File: src/rtl/param_updown_counter.sv
// Modulo-MODULUS up/down counter with synchronous load, count enable and wrap/saturate selection.
// Latency: one clock from input sample to data_out/wrap/load_err; tc is combinational (zero latency).
// Backpressure: none; the counter accepts its controls every cycle, and cascading is done by driving a downstream enable from tc.
module param_updown_counter #(
  parameter int WIDTH   = 4,
  parameter int MODULUS = 10
) (
  input  logic             clock,
  input  logic             reset,
  input  logic             enable,
  input  logic             load,
  input  logic [WIDTH-1:0] data_in,
  input  logic             mode,
  input  logic             sat_mode,
  output logic [WIDTH-1:0] data_out,
  output logic             tc,
  output logic             wrap,
  output logic             load_err
);

  // Reject a modulus that cannot be represented or makes no sense as a counter.
  generate
    if ((MODULUS < 2) || (MODULUS > (2 ** WIDTH))) begin : g_bad_modulus
      $fatal(1, "param_updown_counter: MODULUS %0d out of range for WIDTH %0d", MODULUS, WIDTH);
    end
  endgenerate

  // Top count value held as a WIDTH-bit constant. When MODULUS == 2**WIDTH it is
  // all-ones, so every boundary test stays a WIDTH-bit compare and never relies
  // on natural rollover.
  localparam logic [WIDTH-1:0] MAX_VAL = WIDTH'(MODULUS - 1);

  logic [WIDTH-1:0] count_nxt;
  logic             wrap_nxt;
  logic             load_err_nxt;
  logic             at_max;
  logic             at_zero;

  assign at_max  = (data_out == MAX_VAL);
  assign at_zero = (data_out == '0);

  // Terminal count: asserted when the next enabled count step would cross the boundary.
  assign tc = enable & ~load & ((mode & at_max) | (~mode & at_zero));

  // Next-state selection: load beats count, count beats hold; pulses default low.
  always_comb begin
    count_nxt    = data_out;
    wrap_nxt     = 1'b0;
    load_err_nxt = 1'b0;
    if (load) begin
      if (data_in <= MAX_VAL) begin
        count_nxt = data_in;
      end else begin
        load_err_nxt = 1'b1;
      end
    end else if (enable) begin
      if (mode) begin
        if (!at_max) begin
          count_nxt = data_out + WIDTH'(1);
        end else if (!sat_mode) begin
          count_nxt = '0;
          wrap_nxt  = 1'b1;
        end
      end else begin
        if (!at_zero) begin
          count_nxt = data_out - WIDTH'(1);
        end else if (!sat_mode) begin
          count_nxt = MAX_VAL;
          wrap_nxt  = 1'b1;
        end
      end
    end
  end

  // Register the count and the two one-cycle event pulses.
  always_ff @(posedge clock or posedge reset) begin
    if (reset) begin
      data_out <= '0;
      wrap     <= 1'b0;
      load_err <= 1'b0;
    end else begin
      data_out <= count_nxt;
      wrap     <= wrap_nxt;
      load_err <= load_err_nxt;
    end
  end

endmodule

File: config.mk
export PLATFORM = sky130hd
export DESIGN_NAME = param_updown_counter
export DESIGN_NICKNAME = d
export VERILOG_FILES = /design/src/rtl/param_updown_counter.sv
export SDC_FILE = /design/constraint.sdc
export NUM_CORES = 1
export LEC_CHECK = 0
export ABC_AREA = 1
export CAP_MARGIN = 0
export CORE_MARGIN = 2
export CORE_UTILIZATION = 39
export DETAILED_ROUTE_END_ITERATION = 8
export PLACE_DENSITY = 0.84
export SYNTH_ARGS = -nofsm -noshare
export SYNTH_HDL_FRONTEND = slang
export SYNTH_SLANG_ARGS = --single-unit
File: constraint.sdc
create_clock -name clock -period 1.24 [get_ports clock]
set_input_delay 0.31 -clock clock [delete_from_list [all_inputs] [get_ports clock]]
set_output_delay 0.31 -clock clock [all_outputs]
set_load 0.02 [all_outputs]
* Word level (Yosys, flattened, before mapping)
Cells that the tools add are included.
** Cells by class
- $add $sub $neg :: 2
- Multipliers :: 0
- Div/mod/pow operators :: 0
- Magnitude comparators :: 1
- Equality and inequality tests :: 4
- Shift operators :: 0
- Muxes and demuxes :: 16
- Bitwise logic cells :: 7
- Reductions and logical operators :: 3
** Operators by type and width (number)
- $mux W4 :: 8
- $mux W1 :: 8
- $ne A4 B4 Y1 const B :: 2
- $add A4 B1 Y4 const B :: 1
- $and A1 B1 Y1 :: 4
- $eq A4 B4 Y1 const B :: 1
- $le A4 B4 Y1 const B :: 1
- $logic_not A4 Y1 :: 1
- $reduce_and A4 Y1 :: 1
- $sub A4 B1 Y4 const B :: 1
- $ne A2 B1 Y1 const B :: 1
- $not A1 Y1 :: 2
- $reduce_bool A2 Y1 :: 1
- $or A1 B1 Y1 :: 1
** Word-level totals
- Bits in registers :: 6
- Latch bits :: 0
- Bits in writable memories :: 0
- Memory bits (read-only) :: 0
- Input bits :: 10
- Logic and storage cells :: 36
- Memories :: 0

* Longest topological paths before layout
Gate-level depths: netlist of the first run.
- Word-level depth :: 5
- Depth in mapped cells :: 10

* Worst setup path after synthesis of the first run
Ideal clock, no wire load.
- Path kind :: register to output
- From :: register data_out[2]
- To :: output port tc
- Arrival time :: 1.419 ns
- Path slack :: -0.489 ns
- Stages on the path, launching flop included :: 6
- Path through :: dfrtp_1 inv_2 nand2_1 o21ai_0 o21ai_0 nor3_1
** On the way
- Cells in the longest elaborated chain, start to end :: 4
- Elaborated cells on any way between the ends :: 6
- Those cells by class :: eq/ne (1); bitwise (4); reduce/logical (1)
** Ends and longest elaborated chain
- from (decl) :: RTL line 15 : output logic [WIDTH-1:0] data_out,
- from (signal assigned) :: RTL line 82 : data_out <= count_nxt;
- $eq A4 B4 Y1 / $logic_not A4 Y1 (equally long branches) :: RTL line 39, 40
- $and A1 B1 Y1 :: RTL line 43 : assign tc = enable & ~load & ((mode & at_max) | (~mode & at_zero));
- $or A1 B1 Y1 (*) :: RTL line 43
- $and A1 B1 Y1 (*) :: RTL line 43
- to (decl) :: RTL line 16 : output logic tc,
Mark *: on every way between the ends. The rest lies on a longest branch, timed or not.

* Worst setup path in the final report of the first run
- From :: register data_out[1]
- To :: output port tc
The elaborated chain is that of the path after synthesis.

==> results of run 1 <==
-- power groups by stage --
stage,registers (mW),logic [mW],clock network (mW)
2_1_floorplan,0.318,0.291,0
3_3_place_gp,0.272,0.597,0
3_5_place_dp,0.273,0.610,0
4_1_cts,0.269,0.649,0.204
5_1_grt,0.273,0.768,0.227
6_report,0.270,0.699,0.194
-- timing repair --
action                                  CTS  global route
resized for setup                        36             7
pin swaps                                 5             1
buffers inserted                          4             2
hold buffers                              0             0
endpoints found under the setup margin   12            10
-- worst paths after layout --
check	start	endpoint	slack, ns	cells past startpoint
setup / recovery	data_out[1]	tc	-0.36	6
hold / removal	reset	data_out[1]	0.26	2
setup reg to reg	data_out[1]	data_out[1]	-0.23	11
hold reg to reg	data_out[2]	data_out[2]	0.64	3
max in group asynchronous	reset	data_out[0]	0.76	2
min in group clock	load	wrap	0.62	3
-- state kept, by name, summed over array words and instances, names as in the netlist --
register  count
data_out      4
wrap          1
load_err      1
-- placed cells by master (no fill, tap or decap), types with 2 or more instances in the layout --
| cell | netlist | routed |
|---|---|---|
| sky130_fd_sc_hd__nand2_1 | 35 | 32 |
| sky130_fd_sc_hd__buf_4 | 0 | 22 |
| sky130_fd_sc_hd__nand3_1 | 7 | 7 |
| sky130_fd_sc_hd__clkdlybuf4s50_1 | 0 | 7 |
| sky130_fd_sc_hd__buf_6 | 2 | 7 |
| sky130_fd_sc_hd__inv_1 | 6 | 5 |
| sky130_fd_sc_hd__nand2_2 | 2 | 4 |
| sky130_fd_sc_hd__dfrtp_2 | 0 | 4 |
| sky130_fd_sc_hd__inv_2 | 3 | 3 |
| sky130_fd_sc_hd__nor2_4 | 1 | 3 |
| sky130_fd_sc_hd__nor2_1 | 3 | 3 |
| sky130_fd_sc_hd__o21ai_2 | 0 | 3 |
| sky130_fd_sc_hd__clkbuf_4 | 0 | 3 |
| sky130_fd_sc_hd__o21ai_0 | 7 | 2 |
| sky130_fd_sc_hd__o21ai_1 | 0 | 2 |
| sky130_fd_sc_hd__dlygate4sd2_1 | 0 | 2 |
| sky130_fd_sc_hd__dfrtp_1 | 6 | 2 |
| sky130_fd_sc_hd__clkdlybuf4s15_1 | 0 | 2 |
-- cell families (layout without fill, tap and decap cells) --
family          count (synthesis)  after routing  share of synthesized area
compound gates                  9              9                      0.112
buf+inv                        11             54                      0.107
flops                           6              6                      0.286
simple gates                   56             56                      0.495
-- worst max-delay path, delay by kind of cell (launching register included) --
| kind | cells | cell delay [ns] |
|---|---|---|
| DFF | 1 | 0.42 |
| buffers and inverters | 2 | 0.23 |
| and+or+nand+nor | 3 | 0.31 |
| AOI/OAI and AO/OA | 1 | 0.08 |
-- metal layers --
metal  part of all wire  global-route usage  up-vias
li1                   -                   -      350
met1               0.38               0.245      308
met2               0.55               0.405       29
met3              0.054              0.0652        2
met4              0.015              0.0750        0
met5                  0                   0        -
-- synth_stat cells (all sizes together) --
cell type | n | area [um^2]
o21ai | 8 | 51.3
nand2 | 37 | 144
nor3 | 1 | 5.00
o211ai | 1 | 7.51
inv | 9 | 33.8
nand4 | 2 | 18.8
buf | 2 | 22.5
nor2 | 7 | 41.3
dfrtp | 6 | 150
nor4 | 1 | 6.26
nand3 | 8 | 45.0
-- final cells by class --
cell class | instances | area (um^2)
Clock buffer | 4 | 26.3
Fill cell | 92 | 328
Multi-Input combinational cell | 65 | 364
Inverter | 9 | 36.3
Tap cell | 15 | 18.8
Timing Repair Buffer | 41 | 357
Sequential cell | 6 | 155
-- per-stage QoR --
step	hold slack [ns]	utilization	power, mW	instances	cell area, um^2
global route	0.294	0.745	1.27	140	957
detailed placement	0.531	0.680	0.883	131	873
CTS	0.255	0.721	1.12	138	926
global placement	0.527	0.680	0.869	131	873
finish	0.263	0.745	1.16	140	957
floorplan	0.101	-	0.609	82	567
==> results by stage, run 1 <==
Global route:
- The first global-routing pass estimated 2380 um of wire.
- The via count of the first global-routing pass is 616.
- For this run, the total global-route usage over all layers was measured as 0.223.
- The initial antenna violation count is 0.
- The pin count of the biggest net entering global routing is 10.
- The aggregate global routing overflow is 0.

Power:
- Of the total power, the share spent switching nets is 0.395.
- The total internal power is 0.704 mW.
- Dividing total power by cell area gives a power density of 1220 nW/um^2.
- The worst-case IR drop observed on VDD is 964 uV.
- The share of total power dissipated in sequential elements is 0.232.
- The switching power of the nets is 0.459 mW.
- For this design the static power due to leakage is 0.502 nW.
- The power share of the combinational group is 0.601.
- The share of total power dissipated in the clock network is 0.167.

Timing:
- In the final timing run, aggregate negative setup slack is -1.35 ns.
- The max-slew violation count is 0.
- The final number of hold-violating endpoints is 0.
- The fraction of the cycle the final worst path needs is 1.29.
- Setup repair after global routing could not meet its margin everywhere.
- At the pin with the least slew margin, the transition time is 0.339 ns.
- For the final database, setup skew stands at 0.0129 ns.
- Counting I/O delays and the setup requirement, the final critical path takes 1.60 ns.
- The number of setup violations in the final report is 9.
- Static timing analysis puts the maximum clock frequency at 0.623 GHz.
- The relative slew slack is 0.772.
- The final worst slack is -0.365 ns.

Placement:
- The routability congestion estimate from global placement is 0.821.
- The wire-length estimate of the detail-placed layout is 1140 um.
- OpenSTA, run right after detailed placement, puts the worst setup slack at -0.821 ns.
- The number of buffers added on ports is 16.

Clocking:
- In this run the clock root is driven by a sky130_fd_sc_hd__clkbuf_4.
- After clock tree synthesis, the clock-pin slew on the worst setup and hold paths is 0.05 ns.
- The number of buffers added by the clock tree synthesis step is 3.
- The clock sink count is 6.
- The clock insertion delay at the later pin of the skew report is 0.25 ns.
- The longest clock path from root to sink contains 2 buffers.
- The H-tree depth is 1.
- The clock tree from TritonCTS is done.

Detailed routing:
- Before antenna repair, the detailed router went through 4 iterations.
- The overall routed net length is 1520 um.
- The average wire per cell in the routed design is 10.9 um.
- After the first detailed-routing iteration, the DRC count stood at 7.
- The vias per cell is 4.92.
- For this run, design rule violations remaining after detail routing come to 0.
- The via count is 689.
- In this run the remaining antenna-violating nets after routing total 0.

Floorplan:
- The floorplan has 13 rows.
- The initial utilization of the core area, before any placement, comes to 0.409.
- The height of the die is 40.7 um.
- The die area is 1660 um^2.
- The floorplan step set the die width to 40.7 um.
- The core region is 1280 um^2.
- The total I/O pin count is 17.

Cells and area:
- Relative to the synthesized area, the layout overhead comes to 82.1%.
- For this run, the post-layout net count is 136.
- The antenna cell count is 0.
- The share of final-layout standard cells stronger than drive strength 1 is 0.456.

Yosys:
- The number of distinct library cell variants in the gate-level netlist after synthesis is 18.
- Dividing the synthesized area by the synthesized cell count gives 6.41 um^2.
- The cell area after synthesis is 526 um^2.
- For this run, the number of Yosys warnings is 0.
- Of the synthesized area, sequential elements account for 0.286.
- The synthesized netlist cell count is 82.
- The flop and latch count out of synthesis is 6.
- Synthesis produced a netlist with a net count of 92.

Worst setup path:
- In this run the worst path has a maximum fanout of 3.
- The signal on the critical path passes through inv_2 > nand2_2 > nor2_4 > o21ai_2 > nor3_4 > buf_6.
- The critical path required time is 0.93 ns.
- The largest individual stage delay along the critical path comes from the cell sky130_fd_sc_hd__dfrtp_2.
- The critical path class is reg2out.
- The type of element capturing the critical path is a primary output.
- The maximum single-stage delay on the critical path is 0.42 ns.
- The critical path launch point type is a flop.
- The data arrival time at the worst-slack endpoint is 1.29 ns.

Job:
- The number of max-capacitance violations reported is 0.

Hold path:
- In this run the worst hold path is classified as in2async.

Outcome:
- The flow ran to the end, but the final reports show violations.
- The checks that failed: setup timing.
(Power assumes the default switching activity.)
==> run 2: changes to the inputs <==
- DONT_BUFFER_PORTS: unset -> 1
- PLACE_DENSITY: 0.84 -> 0.67
- REMOVE_ABC_BUFFERS: unset -> 1
- SLEW_MARGIN: unset -> 40
==> run 2 against run 1 <==
  * The run still ends with setup timing left
  * Final cell count is 11% lower
  * Clock power shrank 6%
  * First-iteration DRC count increased to 4.3 times the previous value
  * Register-to-register slack lost 0.03 ns
  * Sequential power about the same
  * Hold slack worse by 0.14 ns
  * Utilization fell by 11 points
  * Routed wire length increased by 9.5%
  * Critical path depth stayed put
  * Non-clock buffer count shrank 15
  * Clock skew down 0.011 ns
==> results by stage, run 2 (synthesis gave the netlist of run 1 again) <==
Global route:
- After global routing the overflow that remains totals 0.
- Across every metal layer, demand over resource in global routing totals 0.220.
- The via count of the first global-routing pass is 543.
- The pin count of the biggest net entering global routing is 11.
- The first-pass GRT wire length is 2330 um.
- The initial antenna violation count is 0.

Timing:
- The relative slew slack is 0.851.
- At the pin with the least slew margin, the transition time is 0.222 ns.
- The upper clock frequency limit is 0.622 GHz.
- On the final layout, the worst clock skew is 0.00157 ns.
- Once routing completed, OpenROAD measured the worst setup slack at -0.367 ns.
- The number of setup violations in the final report is 6.
- Setup repair after global routing could not meet its margin everywhere.
- The max-slew violation count is 0.
- Dividing the final minimum period by the clock period gives 1.30.
- The final number of hold-violating endpoints is 0.
- The routed design could run at a clock period as short as 1.61 ns.

Worst setup path:
- The endpoint of the most critical register-to-register path is data_out[3].
- The worst register-to-register path begins at data_out[0].
- STA classifies the critical path startpoint as a flop.
- Data on the critical path is required at its endpoint by 0.93 ns.
- The critical path in this run is classified as reg2out.
- The register-to-register setup slack is -0.26 ns.
- In this run the worst path has a maximum fanout of 4.
- Measured in cells, the most critical reg-to-reg path has a length of 11.
- The type of element capturing the critical path is a primary output.
- The data arrival time at the worst-slack endpoint is 1.30 ns.

Detailed routing:
- The number of remaining DRC errors is 0.
- The vias per cell is 5.14.
- The detail route stage leaves a number of antenna-violating nets equal to 0.
- The average wire per cell in the routed design is 13.5 um.
- The routed design has 1670 um of wire.
- The number of detailed-routing iterations run before antenna repair is 4.
- The via count is 637.
- After the first detailed-routing iteration, the DRC count stood at 30.

Floorplan:
- The die area is 1660 um^2.
- The die is 40.7 um wide.
- The total I/O pin count is 17.
- The area of the placeable core is 1280 um^2.
- In this run the vertical extent of the chip is 40.7 um.
- The floorplan has 13 rows.
- The effective utilization at floorplan is 0.409.

Power:
- The share of total power dissipated in sequential elements is 0.231.
- Summed over all nets, the switching power comes to 0.472 mW.
- IR analysis of the VDD net gives a maximum drop of 858 uV.
- The cell leakage power is 0.433 nW.
- The total internal power is 0.685 mW.
- The switching part of the total power is 0.408.
- The power density over cell area is 1410 nW/um^2.
- The power share of the combinational group is 0.611.
- Total power for the finished layout comes to 1.16 mW.
- The clock group share of total power is 0.158.

Hold path:
- The path with the worst hold slack has its endpoint at wrap.
- The tightest min-delay check is of the in2reg type.
- The startpoint identified for the worst hold timing path is load.
- The number of cells traversed by the worst hold path is 1.

Placement:
- The routability congestion estimate from global placement is 0.830.
- The number of buffers added on ports is 0.
- The wire-length estimate of the detail-placed layout is 1030 um.
- In this run the cell area measured after placement is 634 um^2.

Clocking:
- The clock tree from TritonCTS is done.
- The H-tree depth is 1.
- The root cell of the clock tree is sky130_fd_sc_hd__clkbuf_4.
- In this run, CTS created clock tree buffers numbering 3.
- The clock insertion delay at the later pin of the skew report is 0.25 ns.
- The clock sink count is 6.
- The maximum clock path buffer count is 2.
- The clock edge transition at the registers on the reported setup and hold paths is 0.05 ns.

Cells and area:
- In the final layout, the share of cells above drive strength 1 is 0.477.
- In the layout the commonest cells are 31 x sky130_fd_sc_hd__nand2_1, 19 x sky130_fd_sc_hd__buf_4, 6 x sky130_fd_sc_hd__nand2_2, 6 x sky130_fd_sc_hd__nand3_1.
- The register with the most flip-flops in the final layout is data_out.
- The leading cell type in the layout, fill and taps excluded is sky130_fd_sc_hd__nand2_1.
- The number of nets in the finished design is 121.
- The layout has 104 filler cells.
- The largest registers in the layout are data_out: 4 flops, load_err: 1 flops, wrap: 1 flops.
- The utilization after layout is 0.640.
- The register with the most flip-flops in the layout has 4 of them.
- Relative to the synthesized area, the layout overhead comes to 56.4%.
- The number of antenna diodes in the final layout is 0.
- With fillers left out, the area of the finished cells amounts to 822 um^2.

Outcome:
- The run finished, with violations left.
- The checks that failed: setup timing.

Job:
- The number of max-capacitance violations reported is 0.
## run 2: changes by cell type in the layout (fill, tap and decap cells not counted), sizes merged
cell and delta:
clkdlybuf4s50 -7, buf -5, clkdlybuf4s15 -2, dlygate4sd2 -2, clkbuf -1, dlygate4sd3 +1
## run 2: what timing repair did
action                     in CTS  in global routing
pin swaps                      12                  5
setup endpoints to repair       6                  8
gates resized for setup        16                 12
buffers inserted                9                  2
hold buffers                    1                  0
hold endpoints to repair        6                  0
## run 2: layout make-up
class,count,area (um^2),area share
Timing Repair Buffer,26,224,0.272
Clock buffer,3,22.5,0.0274
Multi-Input combinational cell,65,370,0.451
Tap cell,15,18.8,0.0228
Inverter,9,33.8,0.0411
Sequential cell,6,153,0.186
## run 2: worst max path at each step
stage,from,to,slack (ns),cells after the start
after floorplan,data_out[2],tc,-0.49,5
after global placement,data_out[3],tc,-0.15,6
after detailed placement,data_out[3],tc,-0.18,6
after CTS,data_out[1],tc,-0.41,6
after global routing,data_out[0],tc,-0.41,6
final,data_out[0],tc,-0.37,6
## run 2: power groups by stage
stage | Sequential (mW) | Clock, mW | Combinational (mW)
detailed placement | 0.261 | 0 | 0.484
floorplan | 0.314 | 0 | 0.221
finish | 0.267 | 0.183 | 0.707
global placement | 0.260 | 0 | 0.480
CTS | 0.261 | 0.179 | 0.616
global route | 0.269 | 0.196 | 0.760
## run 2: layer usage
layer | vias to the layer above | GRT usage | wire [um]
met5 | - | 0 | 0
li1 | 322 | - | -
met2 | 22 | 0.389 | 982
met1 | 291 | 0.256 | 613
met4 | 0 | 0.100 | 8
met3 | 2 | 0.0380 | 65
## run 2: stage by stage
step | std cells | setup WS (ns) | TNS [ns] | hold WS, ns
2_1_floorplan | 80 | -0.489 | -0.663 | 0.101
3_3_place_gp | 110 | -0.146 | -0.384 | 0.124
3_5_place_dp | 110 | -0.184 | -0.446 | 0.130
4_1_cts | 122 | -0.414 | -1.21 | 0.132
5_1_grt | 124 | -0.410 | -1.91 | 0.122
6_report | 124 | -0.367 | -1.47 | 0.120
## run 2: worst max-delay path, stage by stage (launching register included)
cell                      delay, ns
sky130_fd_sc_hd__dfrtp_2       0.44
sky130_fd_sc_hd__inv_2         0.08
sky130_fd_sc_hd__nand2_2       0.07
sky130_fd_sc_hd__nor2_4        0.12
sky130_fd_sc_hd__o21ai_2       0.07
sky130_fd_sc_hd__nor3_2        0.10
sky130_fd_sc_hd__buf_4         0.16
==> run 3: changes to the inputs <==
- ABC_AREA: 1 -> unset
- CORE_AREA: unset -> 2 2 39 41
- CORE_MARGIN: 2 -> unset
- CORE_UTILIZATION: 39 -> unset
- DIE_AREA: unset -> 0 0 41 43
- PLACE_DENSITY: 0.67 -> 0.64
- SETUP_SLACK_MARGIN: unset -> 0.05
==> run 3 against run 2 <==
  * Largest cell class unchanged
  * Power grew 0.25%
  * First-iteration DRC count shrank 47%
  * Synthesized cell count shrank 38%
  * Sequential share of layout area grew 4.2 points
  * Combinational power shrank 5.7%
  * Hold slack gained 0.014 ns
  * Critical path type unchanged
  * Via count shrank 24%
  * Global-route usage shrank 3.1 points
  * The flow still finishes with violations (setup timing)
  * Clock skew grew 0.0046 ns
  * Cell area shrank 19%
  * Critical endpoint unchanged
  * Clock-buffer cell count is the same
  * Clock power is essentially flat
==> results by stage, run 3 <==
Cells and area:
- Ranked by flip-flop count, first place goes to data_out.
- Leaving out fill and tap cells, the most frequent cells in the layout are 10 x sky130_fd_sc_hd__buf_4, 4 x sky130_fd_sc_hd__dfrtp_1, 4 x sky130_fd_sc_hd__buf_6.
- The utilization after layout is 0.484.
- The filler cells instantiated in the layout total 143.
- Across the whole layout, storage elements account for 153 um^2.
- The antenna cell count is 0.
- In the final layout, the registers with the most flip-flops are data_out: 4 flops, load_err: 1 flops, wrap: 1 flops.
- The leading cell type in the layout, fill and taps excluded is sky130_fd_sc_hd__buf_4.
- The post-layout instance area is 669 um^2.
- The register with the most flip-flops in the layout has 4 of them.
- The count of placed standard cells in the final layout, fillers left out is 81.
- The synthesis-to-finish area growth is 38.6%.
- The share of final-layout standard cells stronger than drive strength 1 is 0.462.
- In the final design database the tool counted 77 nets.
- The multi-input combinational cells in the finished layout cover a total of 333 um^2.

Yosys:
- After synthesis, the most frequently instantiated cells are 6 x sky130_fd_sc_hd__dfrtp_1, 3 x sky130_fd_sc_hd__inv_1, 3 x sky130_fd_sc_hd__nor2b_1.
- The cell area after synthesis is 483 um^2.
- The number of distinct library cell variants in the gate-level netlist after synthesis is 33.
- The most frequent cell after synthesis is sky130_fd_sc_hd__dfrtp_1.
- Ranked by total cell area, the synthesized netlist is headed by sky130_fd_sc_hd__dfrtp_1 31%, sky130_fd_sc_hd__buf_6 4.7%, sky130_fd_sc_hd__mux2_1 4.7%.
- The dominant register cell in the synthesized netlist is sky130_fd_sc_hd__dfrtp_1.
- The flop and latch count out of synthesis is 6.
- The share of synthesized area in the top cell type comes to 0.311.
- After synthesis, the mean cell area works out to 9.47 um^2.
- The synthesized netlist cell count is 51.
- The post-synthesis async set-or-reset flop share is 1.00.
- The synthesized design spends more area on one cell type than any other, namely sky130_fd_sc_hd__dfrtp_1.
- The total number of yosys warnings is 0.
- The part of the Yosys area used for sequential elements is 0.311.
- The number of flops mapped to enable cells by yosys is 0.

Placement:
- The cell total after placement is 74.
- Routability-driven placement finished with a final weighted congestion of 0.823.
- Summed over all nets, the half-perimeter wirelength after detailed placement is 853 um.
- The setup slack at placement is -0.293 ns.
- During placement, the flow inserted port buffers numbering 0.
- After detailed placement, the total cell area comes to 551 um^2.

Clocking:
- The number of buffers added by the clock tree synthesis step is 3.
- Clock tree synthesis selected as its root buffer the cell sky130_fd_sc_hd__clkbuf_4.
- After clock tree synthesis, the clock-pin slew on the worst setup and hold paths is 0.05 ns.
- TritonCTS built the clock tree.
- At the later pin of the worst-skew pair, clock insertion delay measures 0.24 ns.
- The maximum clock path buffer count is 2.
- In this run the number of H-tree levels came out at 1.
- For this design, the sink count on the clock tree is 6.

Worst setup path:
- The critical path launch point type is a flop.
- The worst setup path is captured at a primary output.
- The worst setup path is of the reg2out kind.
- STA puts the critical path data required time at 0.93 ns.
- The data arrival time at the worst-slack endpoint is 1.28 ns.
- Of all nets on the critical path, the largest fanout is 3.

Global route:
- The aggregate global routing overflow is 0.
- The via count of the first global-routing pass was 520.
- The first global-routing pass estimated 2170 um of wire.
- The initial antenna violation count came to 0.
- Across every metal layer, demand over resource in global routing totals 0.189.
- Entering global routing, the biggest net connects 11 pins.

Detailed routing:
- After detailed routing, the total wire length is 1340 um.
- The via count is 483.
- After detailed routing, the average wire length per cell comes to 16.5 um.
- The top metal layer carrying routed signals is met3.
- In this run, the number of DRC markers left after iteration 0 of detailed routing was 16.
- The number of detailed-routing iterations run before antenna repair is 5.
- The routed wire length on met3 is 103 um.
- The routed metal-1 wirelength is 558 um.
- After detailed routing, the number of remaining DRC violations is 0.
- The wire length on met2 is 678 um.
- The residual antenna-violating net count after detailed routing is 0.
- The vias per cell is 5.96.

Timing:
- For the finished layout, the period the worst path requires is 1.59 ns.
- Setup repair after global routing could not meet its margin everywhere.
- The final number of hold-violating endpoints came to 0.
- Once routing completed, OpenROAD measured the worst setup slack at -0.349 ns.
- The max-slew violation count is 0.
- On the final layout, the worst clock skew is 0.00617 ns.
- Setup violations remaining at the end of the flow were counted as 7.
- The sum of negative setup slack is -1.44 ns.
- In this run the tightest slew margin relative to its limit is 0.802.
- In the finished design, the share of the clock period the worst path needs comes to 1.28.
- Static timing analysis puts the maximum clock frequency at 0.629 GHz.
- The worst-margin pin slew is 0.297 ns.

Job:
- The number of max-capacitance violations reported is 0.

Floorplan:
- Measured along the y axis, the die boundary spans 43 um.
- The area of the placeable core is 1380 um^2.
- The die extent in x is 41 um.
- The total I/O pin count is 17.
- Row generation in the floorplan step produced 14 rows.
- The die area is 1760 um^2.
- The effective utilization at floorplan is 0.349.

Power:
- The worst-case IR drop observed on VDD is 849 uV.
- The power density over cell area is 1730 nW/um^2.
- The cell leakage power is 0.291 nW.

Outcome:
- The flow ran to the end, but the final reports show violations.
- The final reports fail on setup timing.

Hold path:
- The worst min-delay path class is in2reg.
==> run 3: cell type report <==
cell class	count	area share
Clock buffer	3	0.0336
Inverter	3	0.0168
Multi-Input combinational cell	38	0.497
Sequential cell	6	0.228
Tap cell	16	0.0299
Timing Repair Buffer	15	0.194
==> run 3: kinds of logic (layout without fill, tap and decap cells) <==
kind of cell           after synthesis  after routing  share of synthesized area
AO/OA/AOI/OAI                       17             17                      0.301
XOR/XNOR                             2              2                     0.0363
buffers and inverters                7             21                     0.0958
flip-flops                           6              6                      0.311
multiplexers                         2              2                     0.0466
AND/OR/NAND/NOR                     17             17                      0.210
==> run 3: path summary, 6_finish.rpt <==
kind                                   from           to  slack, ns  cells after the start
worst min-delay path               sat_mode         wrap       0.13                      1
worst min register to register  data_out[1]  data_out[1]       0.66                      1
worst max-delay path            data_out[3]           tc      -0.35                      3
max in group asynchronous             reset  data_out[2]       0.61                      2
min in group asynchronous             reset  data_out[3]       0.42                      2
worst max register to register  data_out[3]  data_out[3]      -0.34                      5
==> run 3: repair_timing <==
item / 4_1_cts / 5_1_grt
gates cloned: 0 / 0
setup buffers: 3 / 0
setup endpoints to repair: 9 / 10
hold buffers: 1 / 0
resized for setup: 12 / 6
pin swaps: 8 / 5
endpoints found under the hold margin: 6 / 0
==> run 3: critical path, cell delays in order, from the launching register on <==
cell                      delay [ns]
sky130_fd_sc_hd__dfrtp_1        0.40
sky130_fd_sc_hd__or3_1          0.33
sky130_fd_sc_hd__nand2_2        0.08
sky130_fd_sc_hd__and3_4         0.22
==> run 3: report_power, final <==
part	total [mW]	switching [mW]	internal [mW]
registers	0.313	0.0684	0.245
logic	0.667	0.313	0.354
clock network	0.180	0.0709	0.110
==> run 3: routing by layer <==
layer / vias up / track usage
met3: 0 / 0.0576
li1: 222 / -
met4: 0 / 0.100
met5: - / 0
met2: 19 / 0.300
met1: 242 / 0.213
==> run 3: stage by stage <==
stage          hold WS, ns  total power [mW]
2_1_floorplan        0.101             0.603
3_3_place_gp         0.122             0.794
3_5_place_dp         0.130             0.798
4_1_cts              0.123              1.11
5_1_grt              0.124              1.25
6_report             0.134              1.16
